**src/rtl/seg_scan_ctrl.sv**
```systemverilog
// rtl/seg_scan_ctrl.sv - 4-bit adder with handshake and two-digit multiplexed hex display
module seg_scan_ctrl #(
  parameter int SCAN_DIV = 4
) (
  input  logic       clk,
  input  logic       rst,
  input  logic       in_valid,
  output logic       in_ready,
  input  logic [3:0] a,
  input  logic [3:0] b,
  output logic [6:0] seg,
  output logic [1:0] digit_en,
  output logic       over,
  output logic       busy
);

  typedef enum logic [1:0] {IDLE, ADD, SHOW} state_t;

  localparam logic [7:0] CNT_LAST = 8'(SCAN_DIV - 1);

  state_t     state, state_n;
  logic [3:0] op_a, op_b, op_a_n, op_b_n;
  logic [4:0] sum, sum_n;
  logic [7:0] cnt, cnt_n;
  logic       hi, hi_n;
  logic       on, on_n;
  logic [6:0] seg_n;
  logic [1:0] digit_en_n;

  function automatic logic [6:0] glyph(input logic [3:0] v);
    case (v)
      4'h0: glyph = 7'b0111111;
      4'h1: glyph = 7'b0000110;
      4'h2: glyph = 7'b1011011;
      4'h3: glyph = 7'b1001111;
      4'h4: glyph = 7'b1100110;
      4'h5: glyph = 7'b1101101;
      4'h6: glyph = 7'b1111101;
      4'h7: glyph = 7'b0000111;
      4'h8: glyph = 7'b1111111;
      4'h9: glyph = 7'b1101111;
      4'hA: glyph = 7'b1110111;
      4'hB: glyph = 7'b1111100;
      4'hC: glyph = 7'b0111001;
      4'hD: glyph = 7'b1011110;
      4'hE: glyph = 7'b1111001;
      default: glyph = 7'b1110001;
    endcase
  endfunction

  always_comb begin
    state_n = state;
    op_a_n  = op_a;
    op_b_n  = op_b;
    sum_n   = sum;
    cnt_n   = cnt;
    hi_n    = hi;
    on_n    = on;

    // Scanning keeps running while a result is on display, including ADD entered from SHOW
    if (on) begin
      if (cnt == CNT_LAST) begin
        cnt_n = '0;
        hi_n  = ~hi;
      end else begin
        cnt_n = cnt + 8'd1;
      end
    end

    case (state)
      IDLE, SHOW: begin
        if (in_valid) begin
          state_n = ADD;
          op_a_n  = a;
          op_b_n  = b;
        end
      end
      ADD: begin
        sum_n   = {1'b0, op_a} + {1'b0, op_b};
        state_n = SHOW;
        if (!on) begin
          on_n  = 1'b1;
          cnt_n = '0;
          hi_n  = 1'b0;
        end
      end
      default: state_n = IDLE;
    endcase

    digit_en_n = !on_n ? 2'b00 : (hi_n ? 2'b10 : 2'b01);
    seg_n      = !on_n ? 7'b0000000 : glyph(hi_n ? {3'b000, sum_n[4]} : sum_n[3:0]);
  end

  always_ff @(posedge clk or posedge rst) begin
    if (rst) begin
      state    <= IDLE;
      op_a     <= '0;
      op_b     <= '0;
      sum      <= '0;
      cnt      <= '0;
      hi       <= 1'b0;
      on       <= 1'b0;
      seg      <= '0;
      digit_en <= 2'b00;
      over     <= 1'b0;
      busy     <= 1'b0;
      in_ready <= 1'b1;
    end else begin
      state    <= state_n;
      op_a     <= op_a_n;
      op_b     <= op_b_n;
      sum      <= sum_n;
      cnt      <= cnt_n;
      hi       <= hi_n;
      on       <= on_n;
      seg      <= seg_n;
      digit_en <= digit_en_n;
      over     <= sum_n[4];
      busy     <= (state_n == ADD);
      in_ready <= (state_n != ADD);
    end
  end

endmodule

```
**config.mk**
```make
export PLATFORM = sky130hd
export DESIGN_NAME = seg_scan_ctrl
export DESIGN_NICKNAME = d
export VERILOG_FILES = /design/src/rtl/seg_scan_ctrl.sv
export SDC_FILE = /design/constraint.sdc
export NUM_CORES = 1
export LEC_CHECK = 0
export ABC_CLOCK_PERIOD_IN_PS = 4900
export CAP_MARGIN = 20
export CORE_ASPECT_RATIO = 1.25
export CORE_MARGIN = 2
export CORE_UTILIZATION = 59
export DETAILED_ROUTE_END_ITERATION = 16
export HOLD_SLACK_MARGIN = 0.15
export PLACE_DENSITY = 0.84
export SETUP_SLACK_MARGIN = 0.02
export SLEW_MARGIN = 5
export SYNTH_ARGS = -nofsm -noshare
export SYNTH_HDL_FRONTEND = slang
export SYNTH_SLANG_ARGS = --single-unit
export TNS_END_PERCENT = 30
```
**constraint.sdc**
```tcl
create_clock -name clk -period 4.9 [get_ports clk]
set_input_delay 0.98 -clock clk [delete_from_list [all_inputs] [get_ports clk]]
set_output_delay 0.98 -clock clk [all_outputs]
set_load 0.05 [all_outputs]
```
==> impl_summary.md, run 1 <==
Finish
The share of post-route cells with drive strength above 1 is 0.1546. The number of nets in the layout is 216. 0 antenna diodes ended up in the layout. The post-synthesis to final-layout area growth is 16.11%. Leaving out fill and tap cells, the most frequent cell in the layout is sky130_fd_sc_hd__dfrtp_1. The final design instance area without fill is approximately 2200 µm². Counting the fill cells in the layout gives ~200. Registers take between 900 and 1000 µm².

Leaving out fill and tap cells, the most frequent cells in the layout are sky130_fd_sc_hd__dfrtp_1, sky130_fd_sc_hd__clkdlybuf4s50_1, sky130_fd_sc_hd__nand2_1, sky130_fd_sc_hd__o21ai_0, sky130_fd_sc_hd__ha_1. The multi-input gate area in the final layout is approximately 910 µm².

Floorplanning
The width of the die is around 54 µm. In this run the core area contains 22 standard-cell rows. The area of the core region is 2973 µm². The die is roughly 67 µm tall. For this configuration, the core starts out at a cell density of 0.6296.

During I/O placement, the number of pins put on the boundary was 23. The die covers about 3600 µm².

Hold path
The path category of the worst min-delay check is flip-flop to flip-flop. The end point of the worst hold path is busy. The hold-critical path depth is 1. The worst hold path startpoint is state[0].

GRT
The initial antenna violation count is 0. The number of global-route vias before repair came to ~1500. The total overflow left after global routing is 0. The overall routing resource usage is 0.2545.

The first-pass GRT wire length is roughly 6500 µm. The largest net degree at the start of global routing is 20.

STA
Setup repair after global routing left no endpoint under its margin. In the final timing run, aggregate negative setup slack is 0 ns. The time the final worst path needs with I/O delays and setup is between 3 and 4 ns. The final cycle utilization of the critical path is 0.6904.

The peak clock frequency supported by timing is roughly 300 MHz. The final number of setup-violating endpoints is 0. Clock skew on the completed layout was measured at roughly 0.0087 ns. The slew at the pin with the worst max-slew slack is approximately 0.9 ns. The number of max-slew violations in the final report is 0. Headroom to the max-slew limit came out at 0.4064. The final-report hold violation count was 0.

CTS
The CTS root buffer is sky130_fd_sc_hd__clkbuf_4. TritonCTS built the clock tree. The total of hold buffers inserted after clock tree synthesis is 0. The number of post-CTS setup repair buffers is 0. In this run the number of H-tree levels came out at 2. The total number of clock tree sinks is 36. The count of cells resized by post-cts repair is 0. The clock transition at the registers of the reported paths is roughly 0.1 ns.

For the worst-skew pair, the clock arrives at the later sink with an insertion delay of 0.33 ns. Counting the buffers created by CTS gives 5. The clock passes through at most 2 buffers.

Power and ir drop
The static leakage is 0.9482 nW. The total power density per cell area is about 620 nW/µm². The combinational share of power is 0.554.

The internal power summed over all cells is 0.7433 mW. Of the total power, the clock network draws 0.110. The fraction of power consumed by sequential logic is 0.336. VDD sags by at most between 0.0004 and 0.0005 V. For this design the total switching power over the nets is around 0.61 mW. The switching portion of total power is 0.4526.

Setup path
The worst path arrival time is 3.62 ns. Broken down by cell family, the worst path's largest delay share belongs to simple AND/OR/NAND/NOR gates. The launching element of the worst setup path is state[0]. The required time of the critical path is around 5 ns.

The total buffers and inverters traversed by the critical path is 2. The cell type of the slowest stage on the worst timing path is sky130_fd_sc_hd__or4_2. The slack of the worst reg-to-reg path is approximately 1.5 ns. The worst setup path is launched from a flip-flop. The length in cells of the worst reg-to-reg path is 9.

The reg-to-reg critical path endpoint is seg[0]. Traced cell by cell, the critical path runs through nor2b_1 -> nor2_1 -> a221oi_4 -> inv_4 -> mux2i_1 -> inv_1 -> ha_1 -> or4_2 -> o311ai_1. The startpoint identified for the worst register-to-register timing path is state[0].

The endpoint class of the critical path is a flip-flop. The highest net fanout along the worst path is 13. The critical path is of the flip-flop to flip-flop type. The longest individual stage delay on the worst path is ~0.66 ns.

Detailed routing
Once detail routing completed, the nets flagged for antenna violations numbered 0. Summed over all layers, the routed wires come to 3718 µm. The number of DRC markers after the initial detailed-route iteration is 41. The average wire length per cell after detail routing is about 16 µm. The first detailed-routing pass ran for 4 iterations.

The residual DRC count is 0. The via density per instance is around 5.9. Detailed routing inserted a total of ~1300 vias.

Yosys
Of the post-synthesis cell area, the dominant cell type holds 0.4679. The fraction of registers with async set/reset is 1.000. The number of enable-type register cells in the synthesized netlist is 0. In the post-synthesis netlist, the biggest area contributors are sky130_fd_sc_hd__dfrtp_1, sky130_fd_sc_hd__ha_1, sky130_fd_sc_hd__mux2_2.

Synthesis produced a netlist with a net count of about 190. Counting every instance in the synthesized netlist gives around 170. The summed instance area of the synthesized netlist is around 1900 µm². In this run the mean area of a mapped cell was between 10 and 15 µm². The post-synthesis register bit count is 36.

In the synthesized netlist the dominant register cell turns out to be sky130_fd_sc_hd__dfrtp_1. The netlist uses between 40 and 50 different library cells. The proportion of synthesized chip area in sequential cells is 0.4820.

The total number of yosys warnings is 0. The post-synthesis cell type with the largest combined area is sky130_fd_sc_hd__dfrtp_1.

Placement
During placement, the flow inserted port buffers numbering 22. The congestion estimate from routability-driven global placement came to roughly 0.82. The post-DP HPWL is around 2800 µm.

The placement-stage cell area is about 2100 µm².

Job
Max-cap violations in this run came to 0.

Status
The flow ran to the end, and the final reports show no timing, DRC or antenna violations.
[layer usage]
metal / vias to the layer above / part of all wire / global-route usage
met5: - / 0 / 0
met4: 0 / 0.040 / 0.1438
met3: 16 / 0.033 / 0.06054
met2: 29 / 0.50 / 0.4081
met1: 656 / 0.42 / 0.3046
li1: 648 / - / -
[stage by stage]
step	hold WS, ns	setup WS [ns]	instances	utilization	power (mW)
3_5_place_dp	0.4794	1.515	222	0.7146	1.215
2_1_floorplan	0.4514	2.001	168	-	1.001
3_3_place_gp	0.4581	1.627	222	0.7146	1.195
4_1_cts	0.4929	1.502	230	0.7311	1.362
5_1_grt	0.5352	1.154	230	0.7311	1.449
6_report	0.4970	1.517	230	0.7311	1.358
[cell families after synthesis]
family | synth area share
AO/OA/AOI/OAI | 0.1330
flip-flops | 0.4820
adder cells (fa/ha/maj) | 0.08422
multiplexers | 0.09358
AND/OR/NAND/NOR | 0.1584
XOR/XNOR | 0.01872
buffers and inverters | 0.03008
[worst reg2reg max path: cells and delay by family, from the launching register on]
family                   cells  cell delay, ns
AND/OR/NAND/NOR              3            1.46
AO/OA/AOI/OAI                2            0.59
flip-flops                   1            0.41
multiplexers                 1            0.38
adder cells (fa/ha/maj)      1            0.25
buffers and inverters        2            0.22
[power groups by stage]
| stage | clock network [mW] | registers (mW) | logic, mW |
|---|---|---|---|
| floorplan | 0 | 0.580 | 0.421 |
| global placement | 0 | 0.456 | 0.739 |
| detailed placement | 0 | 0.463 | 0.752 |
| CTS | 0.152 | 0.455 | 0.755 |
| global route | 0.166 | 0.468 | 0.815 |
| finish | 0.149 | 0.457 | 0.752 |
[registers in the layout, summed over array words and instances, names as in the netlist]
register and count:
digit_en 2, on 1, seg 7, busy 1, op_a 4, hi 1, sum 4, state 2
cnt 8, over 1, op_b 4, in_ready 1
[how the worst max path moves through the flow]
stage                     endpoint  depth (start not counted)
after global routing        seg[0]                          9
after floorplan             seg[0]                         10
after global placement      seg[0]                          9
after CTS                   seg[0]                          9
final                       seg[0]                          9
after detailed placement    seg[0]                          9
[layout make-up]
| class | instances | area share |
|---|---|---|
| Multi-Input combinational cell | 118 | 0.4203 |
| Clock buffer | 8 | 0.02245 |
| Sequential cell | 36 | 0.4151 |
| Inverter | 9 | 0.01670 |
| Tap cell | 36 | 0.02073 |
| Timing Repair Buffer | 23 | 0.1048 |
[cell usage after synthesis, drive strengths merged, types with 2 or more instances]
master,instances
a21o,3
a21oi,6
a221oi,2
a311oi,2
and3,3
clkbuf,4
dfrtp,35
ha,11
inv,8
mux2,10
mux2i,5
nand2,19
nand2b,3
nand3,8
nor2,7
nor2b,3
o21ai,15
o311ai,2
xor2,3
No activity file was read; power rests on OpenSTA's default activity.
==> inputs of run 2 (changes only) <==
--- a/config.mk
+++ b/config.mk
@@ -5,14 +5,14 @@
 export SDC_FILE = /design/constraint.sdc
 export NUM_CORES = 1
 export LEC_CHECK = 0
-export ABC_CLOCK_PERIOD_IN_PS = 4900
+export ABC_CLOCK_PERIOD_IN_PS = 3500
 export CAP_MARGIN = 20
 export CORE_ASPECT_RATIO = 1.25
 export CORE_MARGIN = 2
-export CORE_UTILIZATION = 59
+export CORE_UTILIZATION = 55
 export DETAILED_ROUTE_END_ITERATION = 16
 export HOLD_SLACK_MARGIN = 0.15
-export PLACE_DENSITY = 0.84
+export PLACE_DENSITY = 0.79
 export SETUP_SLACK_MARGIN = 0.02
 export SLEW_MARGIN = 5
 export SYNTH_ARGS = -nofsm -noshare
==> constraint.sdc (replaced) <==
create_clock -name clk -period 3.5 [get_ports clk]
set_input_delay 0.7 -clock clk [delete_from_list [all_inputs] [get_ports clk]]
set_output_delay 0.7 -clock clk [all_outputs]
set_load 0.05 [all_outputs]
==> run 2 against run 1 <==
Design area grew 2.4%. Wire length shrank 1.8%. Register-to-register slack lost 1.2 ns. Setup slack lost 1.2 ns. Total power grew 45%. Sequential cell count is the same. Fmax grew 4.9%. Largest cell class unchanged.
==> impl_summary.md, run 2 (same netlist as run 1, synthesis figures left out) <==
GRT
Summed over all layers, the global routing overflow is 0. The number of global-route vias before repair is ~1400. Entering global routing, the biggest net connects 37 pins.

In the global route stage, overall resource usage came out at 0.2090. The initial antenna violation count came to 0. The first global-routing pass estimated 6265 µm of wire.

Job
The tool flagged a number of max-cap violations equal to 0.

Floorplanning
Measured along the y axis, the die boundary spans 69.23 µm. For this configuration, the core starts out at a cell density of 0.5807. After floorplanning, the core was sized to cover about 3200 µm². The floorplan step set the die width to roughly 56 µm. The initialized floorplan defines 23 standard-cell rows.

23 I/O pins were placed. The die covers approximately 4000 µm².

Hold path
The end point of the worst hold path is busy. The startpoint identified for the worst hold timing path is state[0]. Along the worst hold path, the cell count comes to 1. The path category of the worst min-delay check is flip-flop to flip-flop.

Power and ir drop
In this run the power density over the cells is between 800 and 900 nW/µm². IR analysis of the VDD net gives a maximum drop of approximately 0.00057 V. Power comes to about 2 mW. The static leakage is 0.9779 nW.

STA
The final worst-path setup slack is 0.2738 ns. Across the routed clock network, the largest skew measured is ~0.003 ns. The worst hold slack across all endpoints is ~0.50 ns. The headroom to the max-slew limit is 0.4566. At the pin with the least slew margin, the transition time is 0.8134 ns. The final-report hold violation count came to 0. The setup TNS is 0 ns. Setup violations remaining at the end of the flow were counted as 0. Setup repair after global routing left no endpoint under its margin. The peak clock frequency supported by timing is roughly 310 MHz. Subtracting the final worst setup slack from the clock period gives about 3.2 ns. The final cycle utilization of the critical path is 0.9218. The number of max-slew violations in the final report is 0.

Finish
The most common cell after layout, fill and taps aside is sky130_fd_sc_hd__dfrtp_1. In the layout the commonest cells are sky130_fd_sc_hd__dfrtp_1, sky130_fd_sc_hd__clkdlybuf4s50_1, sky130_fd_sc_hd__nand2_1, sky130_fd_sc_hd__o21ai_0, sky130_fd_sc_hd__ha_1. In the final layout, the share of cells above drive strength 1 is 0.1735.

The final standard cell utilization of the core is 0.6906. Fill cells in the final layout number 243. Ranked by flip-flop count, first place goes to cnt. At the end of the flow, the number of nets in the layout was between 200 and 250.

In the final layout, the registers with the most flip-flops are cnt x8, seg x7. The number of antenna diodes in the final layout is 0. The register with the most flip-flops in the layout has 8 of them. The area growth from synthesis to layout is 18.92%.

Placement
The post-placement worst setup slack is around 0.37 ns. Routability-driven placement finished with a final weighted congestion of around 0.86. Input and output buffers added on the ports amount to 22. The post-DP HPWL is 2706 µm.

CTS
In this run the clock root is driven by a sky130_fd_sc_hd__clkbuf_8. The number of post-CTS setup repair buffers is 0. The count of cells resized by post-cts repair is 0. In this run, post-CTS hold repair placed 0 buffers. The maximum level of the CTS H-tree is 2. After clock tree synthesis, the clock-pin slew on the worst setup and hold paths is about 0.070 ns. In this run the deepest clock path goes through 2 buffers.

The number of clock buffers inserted by TritonCTS is 5. The clock drives 36 sinks. The CTS tree is yes. The clock reaches the later pin of the worst-skew pair after around 0.28 ns.

Detailed routing
The length of the first detailed-routing pass in iterations is 4. The total met3 wirelength after detailed routing is roughly 120 µm. Signal routing reaches up to met4. Once detail routing completed, the nets flagged for antenna violations numbered 0. After detailed routing, the average wire length per cell comes to about 16 µm. The detailed router put a total of 1504 µm of wire on met1. Detailed routing inserted a total of 1369 vias.

The post-detailed-routing wire length is roughly 3700 µm. Detailed routing placed a total of around 2000 µm of wire on met2. After the first detailed-routing iteration, the DRC count stood at 40. The via density per instance is ~5.9. For this run, design rule violations remaining after detail routing come to 0.

Setup path
The startpoint identified for the worst register-to-register timing path is op_a[0]. The endpoint class of the critical path is a flip-flop. The required time of the critical path is 3.67 ns. The slack of the worst reg-to-reg path is approximately 0.27 ns.

The reg-to-reg critical path endpoint is seg[0]. The worst setup path category is flip-flop to flip-flop. The highest net fanout along the worst path is 5. STA classifies the critical path startpoint as a flip-flop. The worst path arrival time is 3.39 ns.

Counting cells, the worst reg-to-reg path comes to 10.

Status
The run finished with clean final reports.
## run 2: report_power, final
| group | leakage [nW] | switching, mW | internal (mW) | total (mW) |
|---|---|---|---|---|
| registers | 0.425 | 0.0837 | 0.551 | 0.635 |
| clock network | 0.0410 | 0.136 | 0.135 | 0.272 |
| logic | 0.512 | 0.640 | 0.418 | 1.06 |
| total | 0.978 | 0.860 | 1.10 | 1.96 |
## run 2: stage by stage
step	cell area (µm²)	cells
floorplan	1872	168
global placement	2148	226
detailed placement	2148	226
CTS	2226	233
global route	2226	233
finish	2226	233
## run 2: final cells by class
type | count | area (µm²) | area share
multi-input combinational | 118 | 913.4 | 0.4103
sequential | 36 | 902.1 | 0.4053
timing repair buffer | 26 | 250.2 | 0.1124
clock inverter | 1 | 5.005 | 0.002248
tap | 37 | 46.29 | 0.02080
inverter | 9 | 36.28 | 0.01630
clock buffer | 6 | 72.57 | 0.03260
## run 2: critical path: stages, from the launching register on
cell and delay (ns):
sky130_fd_sc_hd__dfrtp_1 0.39, sky130_fd_sc_hd__ha_1 0.24, sky130_fd_sc_hd__fa_1 0.42, sky130_fd_sc_hd__a21o_1 0.18, sky130_fd_sc_hd__a21oi_1 0.13, sky130_fd_sc_hd__o21ai_0 0.14
sky130_fd_sc_hd__mux2i_1 0.45, sky130_fd_sc_hd__inv_1 0.13, sky130_fd_sc_hd__ha_1 0.25, sky130_fd_sc_hd__or4_2 0.66, sky130_fd_sc_hd__o311ai_1 0.10
## run 2: how the worst max path moves through the flow
| stage | start | end |
|---|---|---|
| CTS | op_a[0] | seg[0] |
| floorplan | cnt[0] | seg[0] |
| global placement | op_a[0] | seg[0] |
| finish | op_a[0] | seg[0] |
| detailed placement | op_a[0] | seg[0] |
| global route | op_a[0] | seg[0] |
## run 2: metal layers
| layer | vias up | track usage |
|---|---|---|
| li1 | 658 | - |
| met2 | 35 | 0.3699 |
| met3 | 2 | 0.05970 |
| met4 | 0 | 0.08201 |
| met5 | - | 0 |
| met1 | 674 | 0.2333 |
==> inputs of run 3 (changes only) <==
--- a/config.mk
+++ b/config.mk
@@ -7,7 +7,6 @@
 export LEC_CHECK = 0
 export ABC_CLOCK_PERIOD_IN_PS = 3500
 export CAP_MARGIN = 20
-export CORE_ASPECT_RATIO = 1.25
 export CORE_MARGIN = 2
 export CORE_UTILIZATION = 55
 export DETAILED_ROUTE_END_ITERATION = 16
==> run 3 against run 2 <==
Critical path depth did not move. Utilization fell by 2.2 points. Sequential share of layout area rose by 0.23 points. First-iteration DRC count rose to 3.0 times the previous value. Via count rose by 3.0%. Clock power fell by 13%. Critical path type unchanged.
==> impl_summary.md, run 3 (same netlist as run 1, synthesis figures left out) <==
Status
The run finished with clean final reports.

STA
For the final routed database, the setup TNS stands at 0 ns. Setup violations remaining at the end of the flow were counted as 0. The worst pin sits at a relative slew slack of 0.4828.

The number of max-slew violations in the final report is 0. The final cycle utilization of the critical path is 0.9400. The maximum clock skew at final layout is approximately 0.011 ns. After layout, the minimum clock period comes to 3.290 ns. The slew at the pin with the worst max-slew slack is 0.7742 ns.

Setup repair after global routing left no endpoint under its margin. Based on the critical path, the design can be clocked at up to approximately 300 MHz. The final-report hold violation count came to 0.

Setup path
The critical path is of the flip-flop to flip-flop type. The launching element of the worst setup path is cnt[0]. The startpoint identified for the worst register-to-register timing path is cnt[0]. For this design, the slowest cell found on the critical path is sky130_fd_sc_hd__or4_2.

For this run, the slowest stage of the critical path takes ~0.66 ns. The reg-to-reg critical path endpoint is seg[0]. The type of element launching the critical path is a flip-flop. Of all nets on the critical path, the largest fanout is 7.

The length in cells of the worst reg-to-reg path is 10. The worst setup path endpoint is seg[0]. STA puts the critical path data arrival time at 3.53 ns.

The slack of the worst reg-to-reg path is between 0.2 and 0.25 ns. STA classifies the critical path endpoint as a flip-flop. The signal on the critical path passes through ha_1 -> nor4b_4 -> nand2_4 -> a221oi_4 -> inv_4 -> mux2i_1 -> inv_1 -> ha_1 -> or4_2 -> o311ai_1. The required time of the critical path is 3.74 ns. Counting stages on the worst path, the most repeated cell is sky130_fd_sc_hd__ha_1.

Finish
In the final layout, the registers with the most flip-flops are cnt x8, seg x7. The library cells used most frequently in the layout, excluding fill and tap cells, are sky130_fd_sc_hd__dfrtp_1, sky130_fd_sc_hd__clkdlybuf4s50_1, sky130_fd_sc_hd__nand2_1, sky130_fd_sc_hd__o21ai_0, sky130_fd_sc_hd__ha_1. The number of antenna diodes in the final layout is 0.

The register with the most flip-flops in the final layout is cnt. The final non-filler cell total is about 240. The most common cell after layout, fill and taps aside is sky130_fd_sc_hd__dfrtp_1. The number of flip-flops in the largest register is 8. At the end of the flow, the number of nets in the layout was about 220. From synthesis to final layout, the design area changed by 18.25%. In the final layout, the share of cells above drive strength 1 is 0.1786.

Power and ir drop
The post-route total power is 1.923 mW. The static leakage is approximately 0.97 nW. IR analysis of the VDD net gives a maximum drop of 0.0004633 V. The total power density per cell area is ~870 nW/µm².

Detailed routing
The total length of routed met2 wires is around 1900 µm. The top routing layer in use is met4. The residual DRC count is 0.

Before antenna repair, the detailed router went through 4 iterations. The via density per instance is just under 6. The detailed router finished its first iteration with 120 violations. The total vias in the final route is ~1400.

In the final routed layout, each cell accounts on average for between 15 and 20 µm. Wires add up to ~3700 µm. After detailed routing, the wire length on met1 is about 1600 µm.

The total met3 wirelength after detailed routing is 173 µm. The remaining number of nets flagged by the antenna check after routing is 0.

CTS
The count of cells resized by post-cts repair is 0. The maximum level of the CTS H-tree is 2. The number of buffers between clock root and the deepest sink is 2. Buffers added to address setup during post-CTS repair amount to 0. The total number of clock tree sinks is 36. The CTS root buffer is sky130_fd_sc_hd__clkbuf_4. In this run, CTS created clock tree buffers numbering 5. The clock transition at the registers of the reported paths is around 0.11 ns. For this design, the CTS-stage hold fixing added 0 buffers.

The CTS tree is yes. The later pin in the worst-skew pair is clocked with a latency of 0.35 ns.

Placement
The post-DP HPWL is around 2700 µm. At the end of routability-driven placement, the weighted congestion stood at 1.007. The number of input and output port buffers inserted is 22. The total placed cells including tap cells is approximately 230.

Floorplanning
The number of placement rows is 21. The width of the die is just over 60 µm. The vertical die dimension is between 60 and 70 µm. Pin placement for this block handled 23 I/O pins. The die covers ~3900 µm². The initial utilization of the core area, before any placement, comes to 0.5654.

The floorplan step defined a core boundary enclosing approximately 3300 µm².

Hold path
The path category of the worst min-delay check is flip-flop to flip-flop.

GRT
The first-pass GRT wire length is between 6000 and 7000 µm. The initial antenna violation count is 0. The number of global-route vias before repair is 1432.

The remaining global-route overflow is 0. Across every metal layer, demand over resource in global routing totals 0.2141. Entering global routing, the biggest net connects 37 pins.

Job
Across the run, the number of max-cap violations was 0.
run 3: changes by cell type in the layout (fill, tap and decap cells not counted), sizes merged:
cell    before  now
buf          4    3
clkinv       2    3
run 3: worst min path at each step:
stage	start	to	slack (ns)	cells past startpoint
finish	state[0]	busy	0.50	1
global placement	state[0]	busy	0.46	1
global route	state[0]	busy	0.53	1
CTS	state[0]	busy	0.50	1
detailed placement	state[0]	busy	0.48	1
floorplan	state[0]	busy	0.45	1
run 3: cell type report:
class	count	area (µm²)
sequential	36	902.1
clock inverter	2	10.01
multi-input combinational	118	913.4
timing repair buffer	25	242.7
clock buffer	6	51.30
fill	253	1097
tap	46	57.56
inverter	9	36.28
run 3: per-layer routing:
| metal | vias up | track usage |
|---|---|---|
| met3 | 8 | 0.03986 |
| met4 | 0 | 0.1111 |
| met5 | - | 0 |
| met2 | 45 | 0.3655 |
| li1 | 652 | - |
| met1 | 705 | 0.2590 |
run 3: power breakdown:
part | internal, mW | switching [mW] | leakage, nW
clock network | 0.0956 | 0.141 | 0.0380
registers | 0.550 | 0.0896 | 0.425
logic | 0.408 | 0.640 | 0.508
run 3: stage by stage:
stage / worst slack (ns) / area (µm²) / hold WS (ns) / util
final: 0.2101 / 2213 / 0.5027 / 0.6686
after floorplan: 0.6007 / 1872 / 0.4514 / -
after global placement: 0.4714 / 2152 / 0.4628 / 0.6500
after global routing: 0.04498 / 2213 / 0.5308 / 0.6686
after CTS: 0.2481 / 2213 / 0.4960 / 0.6686
after detailed placement: 0.2636 / 2152 / 0.4807 / 0.6500
run 3: critical path, delay by kind of cell, from the launching register on:
family	cells	cell delay (ns)
AND/OR/NAND/NOR	3	1.08
adder cells (fa/ha/maj)	2	0.49
multiplexers	1	0.38
AO/OA/AOI/OAI	2	0.59
buffers and inverters	2	0.23
flip-flops	1	0.41
==> RTL edit 1, RTL diff (flow settings as in run 3) <==
The output `digit_en` loses its register stage (`digit_en` becomes a continuous assignment).
--- a/src/rtl/seg_scan_ctrl.sv
+++ b/src/rtl/seg_scan_ctrl.sv
@@ -101,7 +101,6 @@
       hi       <= 1'b0;
       on       <= 1'b0;
       seg      <= '0;
-      digit_en <= 2'b00;
       over     <= 1'b0;
       busy     <= 1'b0;
       in_ready <= 1'b1;
@@ -114,12 +113,13 @@
       hi       <= hi_n;
       on       <= on_n;
       seg      <= seg_n;
-      digit_en <= digit_en_n;
       over     <= sum_n[4];
       busy     <= (state_n == ADD);
       in_ready <= (state_n != ADD);
     end
   end
 
+  assign digit_en = digit_en_n;
+
 endmodule
 
Function: changed (Yosys sat finds a counterexample within 4 cycles, from zero or initial values and one cycle with rst high).
==> RTL edit 1 against run 3 <==
Power grew 0.24%. Wire length grew 2.8%. Hold slack lost 0.015 ns. Non-clock buffer count grew 1. Sequential cell count shrank 2. Global-route usage grew 2.4 points. Area after synthesis shrank 2.7%. Final area shrank 1.9%. Via count shrank 2.9%. Count of clock-buffer cells in the layout grew 1. Setup slack lost 0.010 ns. Critical path depth shrank 5. Critical endpoint is now digit_en[1]. Largest cell class unchanged. Largest power group unchanged.
==> RTL edit 1: results (changes against run 3) <==
metric;value;unit;change
p_leak;0.000949;uW;-2.2%
pwr.group.combinational;1090;uW;+4%
vias_per_cell;5.73;;-1.7%
drive_gt1_share;18.5;%;+0.60 points
hpwlAfterDp;2910;um;+8.2%
grt.met3_usage;5.04;%;+1.1 points
synth.area.top_cells;dfrtp_1 45%, ha_1 7.6%, mux2_2 6.2%, o21ai_0 4.1%, nand2_1 3.7%;;
clock_skew;0.00978;ns;-0.000782 ns
pre_cts_ws;0.336;ns;+0.0720 ns
p_sw_share;45.8;%;+0.60 points
path_clk_slew;0.11;ns;about the same
synth-adder-area-share;8.65;%;+0.23 points
synth-xor-area-share;1.92;%;+0.051 points
grt_use_met2;40.3;%;+3.8 points
grt_pass1_vias;1378;;-3.8%
yosysSeqAreaShare;46.8;%;-1.4 points
reg_top3;cnt (8), seg (7);;
internal_power;1040;uW;-0.85%
grt_max_degree;19;;-49%
syn-num-nets;189;;-1.0%
status;completed;;
cp_max_fo;5;;-2
syn_inst;166;;-1.2%
grt_pass1_wl;6490;um;-0.22%
place_area;2110;sq um;-2.1%
max_stage_delay;0.82;ns;+0.16 ns
tightest_slew;0.792;ns;+0.0179 ns
path_class;flop to output port;;
drtIter0Drc;67;;-44%
synthMuxAreaShare;9.62;%;+0.26 points
fin_cells;239;;-1.2%
yosys-top-cells-count;33 x dfrtp_1, 18 x nand2_1, 15 x o21ai_0;;
routed-wl-met3;145;um;-16%
critical-path-slowest-cell;clkdlybuf4s50_1;;
## RTL edit 1: cell types whose count changed after synthesis, sizes merged
cell | run 3 | this run
dfrtp | 35 | 33
## RTL edit 1: final timing paths
check,endpoint,slack (ns)
max,digit_en[1],0.20
min,busy,0.49
max reg2reg,seg[0],0.41
max in group asynchronous,in_ready,2.00
min reg2reg,busy,0.49
min in group asynchronous,cnt[2],0.74
## RTL edit 1: cells by family after synthesis
group | count (synthesis)
buffers and inverters | 14
flip-flops | 34
AND/OR/NAND/NOR | 51
adder cells (fa/ha/maj) | 12
XOR/XNOR | 4
multiplexers | 15
AO/OA/AOI/OAI | 36
## RTL edit 1: final cells by class
type | count | area, sq um
tap | 44 | 55.1
inverter | 9 | 36.3
clock inverter | 1 | 5.00
multi-input combinational | 118 | 917
timing repair buffer | 26 | 250
sequential | 34 | 852
fill | 260 | 932
clock buffer | 7 | 55.1
==> RTL edit 2, RTL diff (config.mk and constraints of run 3) <==
Made on the original files. Make the reset (`rst`) synchronous in one clocked block.
--- a/src/rtl/seg_scan_ctrl.sv
+++ b/src/rtl/seg_scan_ctrl.sv
@@ -91,7 +91,7 @@
     seg_n      = !on_n ? 7'b0000000 : glyph(hi_n ? {3'b000, sum_n[4]} : sum_n[3:0]);
   end
 
-  always_ff @(posedge clk or posedge rst) begin
+  always_ff @(posedge clk) begin
     if (rst) begin
       state    <= IDLE;
       op_a     <= '0;
Function: differs if rst is asserted again (counterexample within 4 cycles, from zero or initial values and one cycle with rst high); with rst held inactive, the same outputs for 10 cycles.
==> RTL edit 2 against run 3 <==
Synthesized cell count rose by 23%. Utilization is 0.15 points lower. Setup slack improved by 0.21 ns. Global-route usage grew 0.077 points. Area after synthesis decreased by 0.20%. Clock skew shrank 0.0027 ns. Count of clock-buffer cells in the layout up 1. Sequential cell count unchanged. Wire length up 0.67%. Final area is 0.23% lower.
Power is not compared: it rests on default switching activity, and its combinational part moved more than twofold at a synthesized area within 25%.
==> RTL edit 2: results (changes against run 3) <==
metric;value;unit;change
synth.area.top_cells;dfxtp_1 39%, ha_1 8.0%, nand2_1 5.2%, a21oi_1 4.0%, nor2_1 3.8%;;
path_clk_slew;0.11;ns;about the same
drtIter0Drc;97;;-19%
h-tree-depth;2;;unchanged
critical-path-slowest-cell;or4_1;;
grt_pass1_wl;6670;um;+2.6%
status;completed;;
top_register;cnt;;
yosysUniqueCellTypes;58;;+26%
hold_end;op_b[3];;
relSlewSlack;67.0;%;+19 points
clock_skew;0.00788;ns;-0.00269 ns
grt_usage;21.5;%;+0.077 points
vias;1540;;+9.2%
p_leak;0.000918;uW;
io_buffer_count;22;;unchanged
n_antenna_cell;0;;unchanged
reg2regPathDepth;10;;unchanged
min-delay-start;op_b[3];;
cts-resized-gates;0;;unchanged
hold_class;flop to flop;;
grt_max_degree;27;;-27%
wirelength;3760;um;+0.67%
clk_latency;0.34;ns;
max_stage_delay;0.55;ns;-0.11 ns
endpoint;seg[3];;
cp_max_fo;4;;-3
antenna_found_initial;0;;unchanged
routabilityCongestion;0.875;;-13%
fillers;288;;+14%
crit_family;compound AO/OA/AOI/OAI gates;;
yosysSeqAreaShare;38.6;%;-9.6 points
largest_reg_flops;8;;unchanged
synth_edf_count;0;;unchanged
first_pass_iters;4;;unchanged
hpwlAfterDp;2860;um;+6.4%
drive_gt1_share;11.4;%;-6.5 points
whs_path_depth;2;;+1
arrival;3.33;ns;-0.20 ns
post-cts-setup-buffer-count;0;;unchanged
fin_nets;251;;+15%
async_flop_share;0;%;-100 points
clock_path_buffers;2;;unchanged
ir_drop;0.000368;V;
yosys-top-cells-count;36 x dfxtp_1, 26 x nand2_1, 19 x nor2_1;;
synth_warnings;0;;unchanged
worstSetupStartpointType;flop;;
layout_setup_ws;0.424;ns;+0.214 ns
cts_buffers;5;;unchanged
internal_power;694;uW;
timing.rr.start;op_a[0];;
reg_top3;cnt (8), seg (7);;
pre_cts_ws;0.488;ns;+0.224 ns
cts-root-buf;clkbuf_4;;
syn-num-nets;230;;+20%
[RTL edit 2: cell types whose count changed after synthesis, moves of 9 or more]
cell	before	now
mux2_2	10	1
dfrtp_1	35	0
dfxtp_1	0	36
nor2_1	6	19
o21ai_0	15	5
a21oi_1	6	15
[RTL edit 2: tightest hold or removal path, delay by kind of cell (launching register included)]
kind | cells | cell delay [ns]
AO/OA/AOI/OAI | 1 | 0.05
flip-flops | 1 | 0.33
AND/OR/NAND/NOR | 1 | 0.05
[RTL edit 2: cell families after synthesis]
logic type	synth area share [%]
and+or+nand+nor	24.0
xor gates and xnor gates	0.938
AOI/OAI and AO/OA	19.0
muxes	3.95
DFF	38.6
adders and majority gates	9.11
buffers and inverters	4.35
[RTL edit 2: power by group through the flow]
stage	Sequential [uW]	Clock, uW	Combinational, uW
global placement	451	0	186
CTS	442	333	189
finish	442	326	189
detailed placement	452	0	188
floorplan	482	0	104
global route	445	355	207
[RTL edit 2: area by class of cell]
class / instances / share of cell area, %
Tap cell: 46 / 2.61
Timing Repair Buffer: 24 / 10.7
Inverter: 9 / 1.53
Clock inverter: 1 / 1.36
Multi-Input combinational cell: 151 / 48.3
Clock buffer: 7 / 2.95
Sequential cell: 36 / 32.6
[RTL edit 2: layer usage]
| metal | GRT usage, % | share of wire (%) |
|---|---|---|
| met3 | 6.16 | 4.0 |
| met2 | 37.1 | 50 |
| met4 | 9.17 | 2.3 |
| met5 | 0 | 0 |
| met1 | 24.9 | 44 |
[RTL edit 2: stage by stage]
stage,cell area [sq um],hold WS [ns],std cells,total power [uW]
2_1_floorplan,1870,0.440,206,586
3_3_place_gp,2110,0.447,266,637
3_5_place_dp,2110,0.457,266,640
4_1_cts,2210,0.472,274,965
5_1_grt,2210,0.504,274,1010
6_report,2210,0.468,274,958
